[config.mk]
export PLATFORM = sky130hd
export DESIGN_NAME = mem_lsu_initiator_flat
export DESIGN_NICKNAME = d
export VERILOG_FILES = /design/src/rtl/mem_lsu_pkg.sv /design/src/rtl/mem_lsu_initiator_if.sv /design/src/rtl/lsu_lane_align.sv /design/src/rtl/mem_lsu_initiator.sv /design/src/flat_wrapper.sv
export SDC_FILE = /design/constraint.sdc
export NUM_CORES = 1
export LEC_CHECK = 0
export ABC_CLOCK_PERIOD_IN_PS = 2100
export CAP_MARGIN = 20
export CORE_UTILIZATION = 42
export CTS_CLUSTER_DIAMETER = 60
export DETAILED_ROUTE_END_ITERATION = 8
export PLACE_DENSITY = 0.73
export SLEW_MARGIN = 0
export SYNTH_ARGS = -nofsm -noshare
export SYNTH_HDL_FRONTEND = slang
export SYNTH_SLANG_ARGS = --single-unit
[constraint.sdc]
create_clock -name clk -period 2.1 [get_ports clk]
set_clock_uncertainty 0.05 [all_clocks]
set_input_delay 0.525 -clock clk [delete_from_list [all_inputs] [get_ports clk]]
set_output_delay 0.525 -clock clk [all_outputs]
set_load 0.05 [all_outputs]
[src/rtl/mem_lsu_pkg.sv]
// rtl/mem_lsu_pkg.sv - shared types, size codes and alignment check for the MEM-stage load/store initiator
package mem_lsu_pkg;

    localparam logic [1:0] SZ_BYTE = 2'b00;
    localparam logic [1:0] SZ_HALF = 2'b01;
    localparam logic [1:0] SZ_WORD = 2'b10;

    // req_op bit that selects zero extension on sub-word loads
    localparam int OP_UNSIGNED = 2;

    typedef enum logic [1:0] {
        IDLE,
        ACCESS,
        RMW_WRITE,
        RESP
    } lsu_state_t;

    // True for the illegal size code or an address not aligned to the access size
    function automatic logic is_misaligned(input logic [2:0] op, input logic [1:0] addr_lo);
        case (op[1:0])
            SZ_BYTE: is_misaligned = 1'b0;
            SZ_HALF: is_misaligned = addr_lo[0];
            SZ_WORD: is_misaligned = |addr_lo;
            default: is_misaligned = 1'b1;
        endcase
    endfunction

endpackage

[src/rtl/mem_lsu_initiator_if.sv]
// rtl/mem_lsu_initiator_if.sv - request, response and data-memory bundle of the load/store initiator
interface mem_lsu_initiator_if #(
    parameter int ADDR_W = 32,
    parameter int DATA_W = 32
);
    logic              req_valid;
    logic              req_ready;
    logic              req_we;
    logic [2:0]        req_op;
    logic [ADDR_W-1:0] req_addr;
    logic [DATA_W-1:0] req_wdata;

    logic              resp_valid;
    logic [DATA_W-1:0] resp_rdata;
    logic              resp_err;

    logic              mem_ce;
    logic [ADDR_W-1:0] mem_addr;
    logic [DATA_W-1:0] mem_wrdata;
    logic              mem_memwrite;
    logic              mem_memread;
    logic [DATA_W-1:0] mem_rdata;

    // master: the initiator itself; slave: pipeline plus memory around it
    modport master (
        input  req_valid, req_we, req_op, req_addr, req_wdata, mem_rdata,
        output req_ready, resp_valid, resp_rdata, resp_err,
               mem_ce, mem_addr, mem_wrdata, mem_memwrite, mem_memread
    );

    modport slave (
        output req_valid, req_we, req_op, req_addr, req_wdata, mem_rdata,
        input  req_ready, resp_valid, resp_rdata, resp_err,
               mem_ce, mem_addr, mem_wrdata, mem_memwrite, mem_memread
    );
endinterface

[src/rtl/lsu_lane_align.sv]
// rtl/lsu_lane_align.sv - big-endian lane extract/extend for loads and lane merge for sub-word stores
module lsu_lane_align
    import mem_lsu_pkg::*;
(
    input  logic [2:0]  op,
    input  logic [1:0]  offset,
    input  logic [31:0] rd_word,
    input  logic [31:0] merge_word,
    input  logic [15:0] wdata,
    output logic [31:0] load_data,
    output logic [31:0] merged
);
    logic [7:0]  byte_lane;
    logic [15:0] half_lane;
    logic        sign_en;

    always_comb begin
        case (offset)
            2'd0:    byte_lane = rd_word[31:24];
            2'd1:    byte_lane = rd_word[23:16];
            2'd2:    byte_lane = rd_word[15:8];
            default: byte_lane = rd_word[7:0];
        endcase
        half_lane = offset[1] ? rd_word[15:0] : rd_word[31:16];
        sign_en   = ~op[OP_UNSIGNED];

        case (op[1:0])
            SZ_BYTE: load_data = {{24{sign_en & byte_lane[7]}}, byte_lane};
            SZ_HALF: load_data = {{16{sign_en & half_lane[15]}}, half_lane};
            default: load_data = rd_word;
        endcase

        merged = merge_word;
        if (op[1:0] == SZ_BYTE) begin
            case (offset)
                2'd0:    merged[31:24] = wdata[7:0];
                2'd1:    merged[23:16] = wdata[7:0];
                2'd2:    merged[15:8]  = wdata[7:0];
                default: merged[7:0]   = wdata[7:0];
            endcase
        end else if (op[1:0] == SZ_HALF) begin
            if (offset[1]) merged[15:0]  = wdata;
            else           merged[31:16] = wdata;
        end
    end
endmodule

[src/rtl/mem_lsu_initiator.sv]
// rtl/mem_lsu_initiator.sv - MEM-stage load/store FSM with sub-word read-modify-write; LSU_PERF_CNT_EN adds perf counters
module mem_lsu_initiator
    import mem_lsu_pkg::*;
#(
    parameter int ADDR_W = 32,
    parameter int DATA_W = 32
) (
    input  logic clk,
    input  logic reset,
    mem_lsu_initiator_if.master bus
`ifdef LSU_PERF_CNT_EN
    ,
    output logic [31:0] perf_access,
    output logic [31:0] perf_rmw
`endif
);
    lsu_state_t        state;
    logic              we_q;
    logic [2:0]        op_q;
    logic [ADDR_W-1:0] addr_q;
    logic [DATA_W-1:0] wdata_q;
    logic [DATA_W-1:0] merge_q;
    logic              resp_valid_q;
    logic [DATA_W-1:0] resp_rdata_q;
    logic              resp_err_q;
    logic [31:0]       load_data;
    logic [31:0]       merged;
    logic              is_word;

    assign is_word = (op_q[1:0] == SZ_WORD);

    lsu_lane_align u_align (
        .op         (op_q),
        .offset     (addr_q[1:0]),
        .rd_word    (bus.mem_rdata),
        .merge_word (merge_q),
        .wdata      (wdata_q[15:0]),
        .load_data  (load_data),
        .merged     (merged)
    );

    // Strobes are gated with reset so a reset edge can never commit a write
    assign bus.req_ready    = (state == IDLE);
    assign bus.mem_ce       = ~reset & ((state == ACCESS) | (state == RMW_WRITE));
    assign bus.mem_memread  = ~reset & (state == ACCESS) & ~(we_q & is_word);
    assign bus.mem_memwrite = ~reset & (((state == ACCESS) & we_q & is_word) | (state == RMW_WRITE));
    assign bus.mem_addr     = {addr_q[ADDR_W-1:2], 2'b00};
    assign bus.mem_wrdata   = (state == RMW_WRITE) ? merged : wdata_q;
    assign bus.resp_valid   = resp_valid_q;
    assign bus.resp_rdata   = resp_rdata_q;
    assign bus.resp_err     = resp_err_q;

    always_ff @(posedge clk) begin
        if (reset) begin
            state        <= IDLE;
            we_q         <= 1'b0;
            op_q         <= '0;
            addr_q       <= '0;
            wdata_q      <= '0;
            merge_q      <= '0;
            resp_valid_q <= 1'b0;
            resp_rdata_q <= '0;
            resp_err_q   <= 1'b0;
        end else begin
            resp_valid_q <= 1'b0;
            case (state)
                IDLE: begin
                    if (bus.req_valid) begin
                        we_q    <= bus.req_we;
                        op_q    <= bus.req_op;
                        addr_q  <= bus.req_addr;
                        wdata_q <= bus.req_wdata;
                        if (is_misaligned(bus.req_op, bus.req_addr[1:0])) begin
                            resp_valid_q <= 1'b1;
                            resp_rdata_q <= '0;
                            resp_err_q   <= 1'b1;
                            state        <= RESP;
                        end else begin
                            state <= ACCESS;
                        end
                    end
                end
                ACCESS: begin
                    if (we_q && !is_word) begin
                        merge_q <= bus.mem_rdata;
                        state   <= RMW_WRITE;
                    end else begin
                        resp_valid_q <= 1'b1;
                        resp_rdata_q <= we_q ? '0 : load_data;
                        resp_err_q   <= 1'b0;
                        state        <= RESP;
                    end
                end
                RMW_WRITE: begin
                    resp_valid_q <= 1'b1;
                    resp_rdata_q <= '0;
                    resp_err_q   <= 1'b0;
                    state        <= RESP;
                end
                default: state <= IDLE;
            endcase
        end
    end

`ifdef LSU_PERF_CNT_EN
    always_ff @(posedge clk) begin
        if (reset) begin
            perf_access <= '0;
            perf_rmw    <= '0;
        end else begin
            if (state == IDLE && bus.req_valid && !is_misaligned(bus.req_op, bus.req_addr[1:0]))
                perf_access <= perf_access + 32'd1;
            if (state == ACCESS && we_q && !is_word)
                perf_rmw <= perf_rmw + 32'd1;
        end
    end
`endif
endmodule

[src/flat_wrapper.sv]
// flat-port wrapper written by rule: the top's interface ports become plain ports
module mem_lsu_initiator_flat import mem_lsu_pkg::*;
#(
    parameter int ADDR_W = 32,
    parameter int DATA_W = 32
)
  (clk, reset, bus_req_valid, bus_req_we, bus_req_op, bus_req_addr, bus_req_wdata, bus_mem_rdata, bus_req_ready, bus_resp_valid, bus_resp_rdata, bus_resp_err, bus_mem_ce, bus_mem_addr, bus_mem_wrdata, bus_mem_memwrite, bus_mem_memread);
  mem_lsu_initiator_if #(.ADDR_W(ADDR_W), .DATA_W(DATA_W)) bus_i ();
  input  logic clk;
  input  logic reset;
  input wire logic [$bits(bus_i.req_valid)-1:0] bus_req_valid;
  input wire logic [$bits(bus_i.req_we)-1:0] bus_req_we;
  input wire logic [$bits(bus_i.req_op)-1:0] bus_req_op;
  input wire logic [$bits(bus_i.req_addr)-1:0] bus_req_addr;
  input wire logic [$bits(bus_i.req_wdata)-1:0] bus_req_wdata;
  input wire logic [$bits(bus_i.mem_rdata)-1:0] bus_mem_rdata;
  output wire logic [$bits(bus_i.req_ready)-1:0] bus_req_ready;
  output wire logic [$bits(bus_i.resp_valid)-1:0] bus_resp_valid;
  output wire logic [$bits(bus_i.resp_rdata)-1:0] bus_resp_rdata;
  output wire logic [$bits(bus_i.resp_err)-1:0] bus_resp_err;
  output wire logic [$bits(bus_i.mem_ce)-1:0] bus_mem_ce;
  output wire logic [$bits(bus_i.mem_addr)-1:0] bus_mem_addr;
  output wire logic [$bits(bus_i.mem_wrdata)-1:0] bus_mem_wrdata;
  output wire logic [$bits(bus_i.mem_memwrite)-1:0] bus_mem_memwrite;
  output wire logic [$bits(bus_i.mem_memread)-1:0] bus_mem_memread;
  assign bus_i.req_valid = bus_req_valid;
  assign bus_i.req_we = bus_req_we;
  assign bus_i.req_op = bus_req_op;
  assign bus_i.req_addr = bus_req_addr;
  assign bus_i.req_wdata = bus_req_wdata;
  assign bus_i.mem_rdata = bus_mem_rdata;
  assign bus_req_ready = bus_i.req_ready;
  assign bus_resp_valid = bus_i.resp_valid;
  assign bus_resp_rdata = bus_i.resp_rdata;
  assign bus_resp_err = bus_i.resp_err;
  assign bus_mem_ce = bus_i.mem_ce;
  assign bus_mem_addr = bus_i.mem_addr;
  assign bus_mem_wrdata = bus_i.mem_wrdata;
  assign bus_mem_memwrite = bus_i.mem_memwrite;
  assign bus_mem_memread = bus_i.mem_memread;
  mem_lsu_initiator #(.ADDR_W(ADDR_W), .DATA_W(DATA_W)) u_core (.clk(clk), .reset(reset), .bus(bus_i));
endmodule
==> flow_metrics.tcl <==
set metrics [dict create \
    tightest_slew_ps 675.9 \
    vias_per_cell 5.421 \
    whs_endpoint "u_core.addr_q[23]" \
    drt_iter0_markers 491 \
    p_int_mw 7.476 \
    finalCriticalPeriod_ps 2553 \
    setup_slack_ps -453.1 \
    wirelength_mm 20.83 \
    seq_area_frac_synth 0.4406 \
    die_h_um 123.3 \
    synth-seq-cells 136 \
    start_util 0.4384 \
    reg2reg_to "u_core.bus.resp_rdata[9]" \
    insertion_delay_ps 410 \
    die_area_um2 15200 \
    timing.hold.ws_ps 399.7 \
    antenna_found_initial 0 \
    clock_power_share 0.230 \
    yosysWarnings 0 \
    final_cell_mix "nand2_1 (204), dfxtp_1 (130), a21oi_1 (123), clkdlybuf4s50_1 (101), buf_4 (97)" \
    cts_num_sinks 136 \
    hold_buffers 0 \
    coreArea_um2 14100 \
    finish.net_count 1069 \
    clock-root-buffer "clkbuf_16" \
    h-tree-depth 4 \
    period_share 1.216 \
    hold_depth 2 \
    vias 6261 \
    p_sw_frac 0.4076 \
    slew_headroom 0.5494 \
    fp-row-count 43 \
    grt_pass1_wl_mm 31.47 \
    setup_viol 34 \
    synth_top_flop_cell "dfxtp_1" \
    grt_pass1_vias 5985 \
    fin_cells 1155 \
    firstDrtPassIters 9 \
    design_area_um2 9889 \
    place.gp.congestion 0.9016 \
    drive_gt1_frac 0.2769 \
    numCtsBuffers 17 \
    slew_viol_final 0 \
    peakVddDrop_mv 0.9071 \
    crit_path_start_kind "flip-flop" \
    worstHoldStart "u_core.addr_q[23]" \
    max_cap_viol_count 0 \
    use_met3 0.06827 \
    grt_use_met1 0.3528 \
    cp_data_required_time_ps 1520 \
    numPortBuffers 202 \
    worstReg2RegStart "u_core.state[1]" \
    grt_setup_unrepaired "true" \
    switchingPower_mw 5.144 \
    synth.distinct_cells 46 \
    busiest_layer "met2" \
    max_freq_mhz 391.7 \
    violations "setup timing" \
    syn_area_per_cell_um2 8.251 \
    final-hold-violation-count 0 \
    grt_start_max_net_pins 63 \
    p_leak_nw 3.895 \
    min_path_type "flip-flop to flip-flop" \
    n_antenna_cell 0 \
    cts_tree "done" \
    grt_usage 0.2733 \
    syn_inst 749 \
    tns_ps -11310 \
    dp_hpwl_mm 14.74 \
    powerDensity_nw_per_um2 1276 \
    synth_area_um2 6180 \
    r2r_cells 8 \
    arrival_ps 1980 \
    num-fill-cells 1122 \
    clockBufferDepth 2 \
    p_comb_frac 0.514 \
    cts.clk_slew.worst_paths_ps 60 \
    grt_util_met2 0.4420 \
    dp.cells 1120 \
    drcViolationCount 0 \
    synth_enable_flop_cells 0 \
    overflow 0 \
    final_antenna_net_count 0 \
    wl_per_cell_um 18.04 \
    layout_commonest_cell "nand2_1" \
    num_io_pins 205 \
    die_w_um 123.3 \
    outcome "finished, violations left" \
    crit_path_end_kind "primary output" \
    crit_type "flip-flop to primary output" \
    async_reset_ff_frac 0 \
    placed_area_um2 8920 \
    syn_to_final_growth_pct 60.03 \
    critPathMaxFanout 5 \
    seqPwrFrac 0.256 \
    total_power_mw 12.62 \
    r2r_setup_slack_ps 170 \
]
==> flip-flops by register name, summed over array words and instances (netlist names) <==
signal / cells
u_core.we_q: 1
u_core.bus.resp_rdata: 32
u_core.wdata_q: 32
u_core.op_q: 3
u_core.merge_q: 32
u_core.bus.resp_err: 1
u_core.bus.resp_valid: 1
u_core.state: 2
u_core.addr_q: 32
==> how the worst max path moves through the flow <==
stage | from | to | slack, ps | cells after the start
2_1_floorplan | u_core.addr_q[1] | bus_mem_wrdata[25] | -110 | 5
3_3_place_gp | bus_mem_rdata[23] | u_core.bus.resp_rdata[15] | -180 | 6
3_5_place_dp | bus_mem_rdata[23] | u_core.bus.resp_rdata[31] | -240 | 6
4_1_cts | u_core.addr_q[1] | bus_mem_wrdata[27] | -420 | 7
5_1_grt | u_core.op_q[1] | bus_mem_wrdata[25] | -520 | 6
6_report | u_core.op_q[1] | bus_mem_wrdata[25] | -450 | 6
==> final cells by class <==
class                   instances  area (um2)  area share
repair buffers                281        2894      0.2926
inverters                       9       36.28    0.003669
clock inverters                10       100.1     0.01012
clock buffers                  22       474.2     0.04795
multi-input cells             517        3425      0.3463
flip-flops and latches        136        2735      0.2766
well taps                     180       225.2     0.02277
==> logic make-up (layout without fill, tap and decap cells) <==
| family | Yosys count | count (layout) | synth area share |
|---|---|---|---|
| compound gates | 224 | 224 | 0.2438 |
| fa+ha+maj | 4 | 4 | 0.008099 |
| buf+inv | 98 | 322 | 0.08180 |
| flops | 136 | 136 | 0.4406 |
| mux | 34 | 34 | 0.06094 |
| other cells | 1 | 2 | 0.0006068 |
| simple gates | 252 | 253 | 0.1642 |
==> critical path: stages (launching register included) <==
cell and delay, ps:
dfxtp_2 330, or2_4 300, nor3_4 250, a222oi_1 180
buf_4 170, mux2i_4 150, buf_6 180
==> Yosys cell counts, types with 3 or more instances <==
master / number / area share
nor2_1: 17 / 0.010
a22oi_1: 3 / 0.0036
mux2_2: 19 / 0.035
dfxtp_1: 136 / 0.44
inv_1: 9 / 0.0055
a31oi_1: 3 / 0.0030
a22o_1: 16 / 0.023
o2bb2ai_2: 10 / 0.024
nand2b_1: 6 / 0.0061
a221oi_1: 8 / 0.011
nor2b_1: 5 / 0.0051
nand3_1: 3 / 0.0024
a222oi_1: 12 / 0.019
ha_1: 4 / 0.0081
buf_1: 5 / 0.0030
nor3_1: 4 / 0.0032
nand2_1: 207 / 0.13
clkbuf_1: 45 / 0.027
a21oi_1: 132 / 0.11
buf_2: 5 / 0.0040
mux2i_1: 14 / 0.023
o2bb2ai_1: 25 / 0.035
buf_4: 33 / 0.040
o21ai_0: 4 / 0.0032
==> metal layers <==
metal / wire length, um / vias to the layer above / share of wire
li1: - / 3011 / -
met1: 8784 / 2977 / 0.42
met2: 10110 / 238 / 0.49
met3: 1504 / 35 / 0.072
met4: 433 / 0 / 0.021
met5: 0 / - / 0
==> what timing repair did <==
| item | 4_1_cts | 5_1_grt |
|---|---|---|
| gates resized for setup | 93 | 27 |
| buffers inserted | 3 | 1 |
| setup endpoints to repair | 67 | 35 |
| cloned | 2 | 0 |
| pin swaps | 9 | 8 |
==> through the flow <==
| step | worst slack (ps) | utilization |
|---|---|---|
| 2_1_floorplan | -112.3 | - |
| 3_3_place_gp | -182.0 | 0.6328 |
| 3_5_place_dp | -241.8 | 0.6328 |
| 4_1_cts | -417.7 | 0.6934 |
| 5_1_grt | -515.9 | 0.7016 |
| 6_report | -453.1 | 0.7016 |
==> power groups by stage <==
stage | Combinational [mW] | Sequential, mW | Clock, mW
after floorplan | 3.61 | 3.39 | 0
after global placement | 5.97 | 3.23 | 0
after detailed placement | 6.01 | 3.24 | 0
after CTS | 6.35 | 3.21 | 2.92
after global routing | 6.84 | 3.27 | 3.05
final | 6.49 | 3.23 | 2.90
Power figures use the tool's default switching activity.
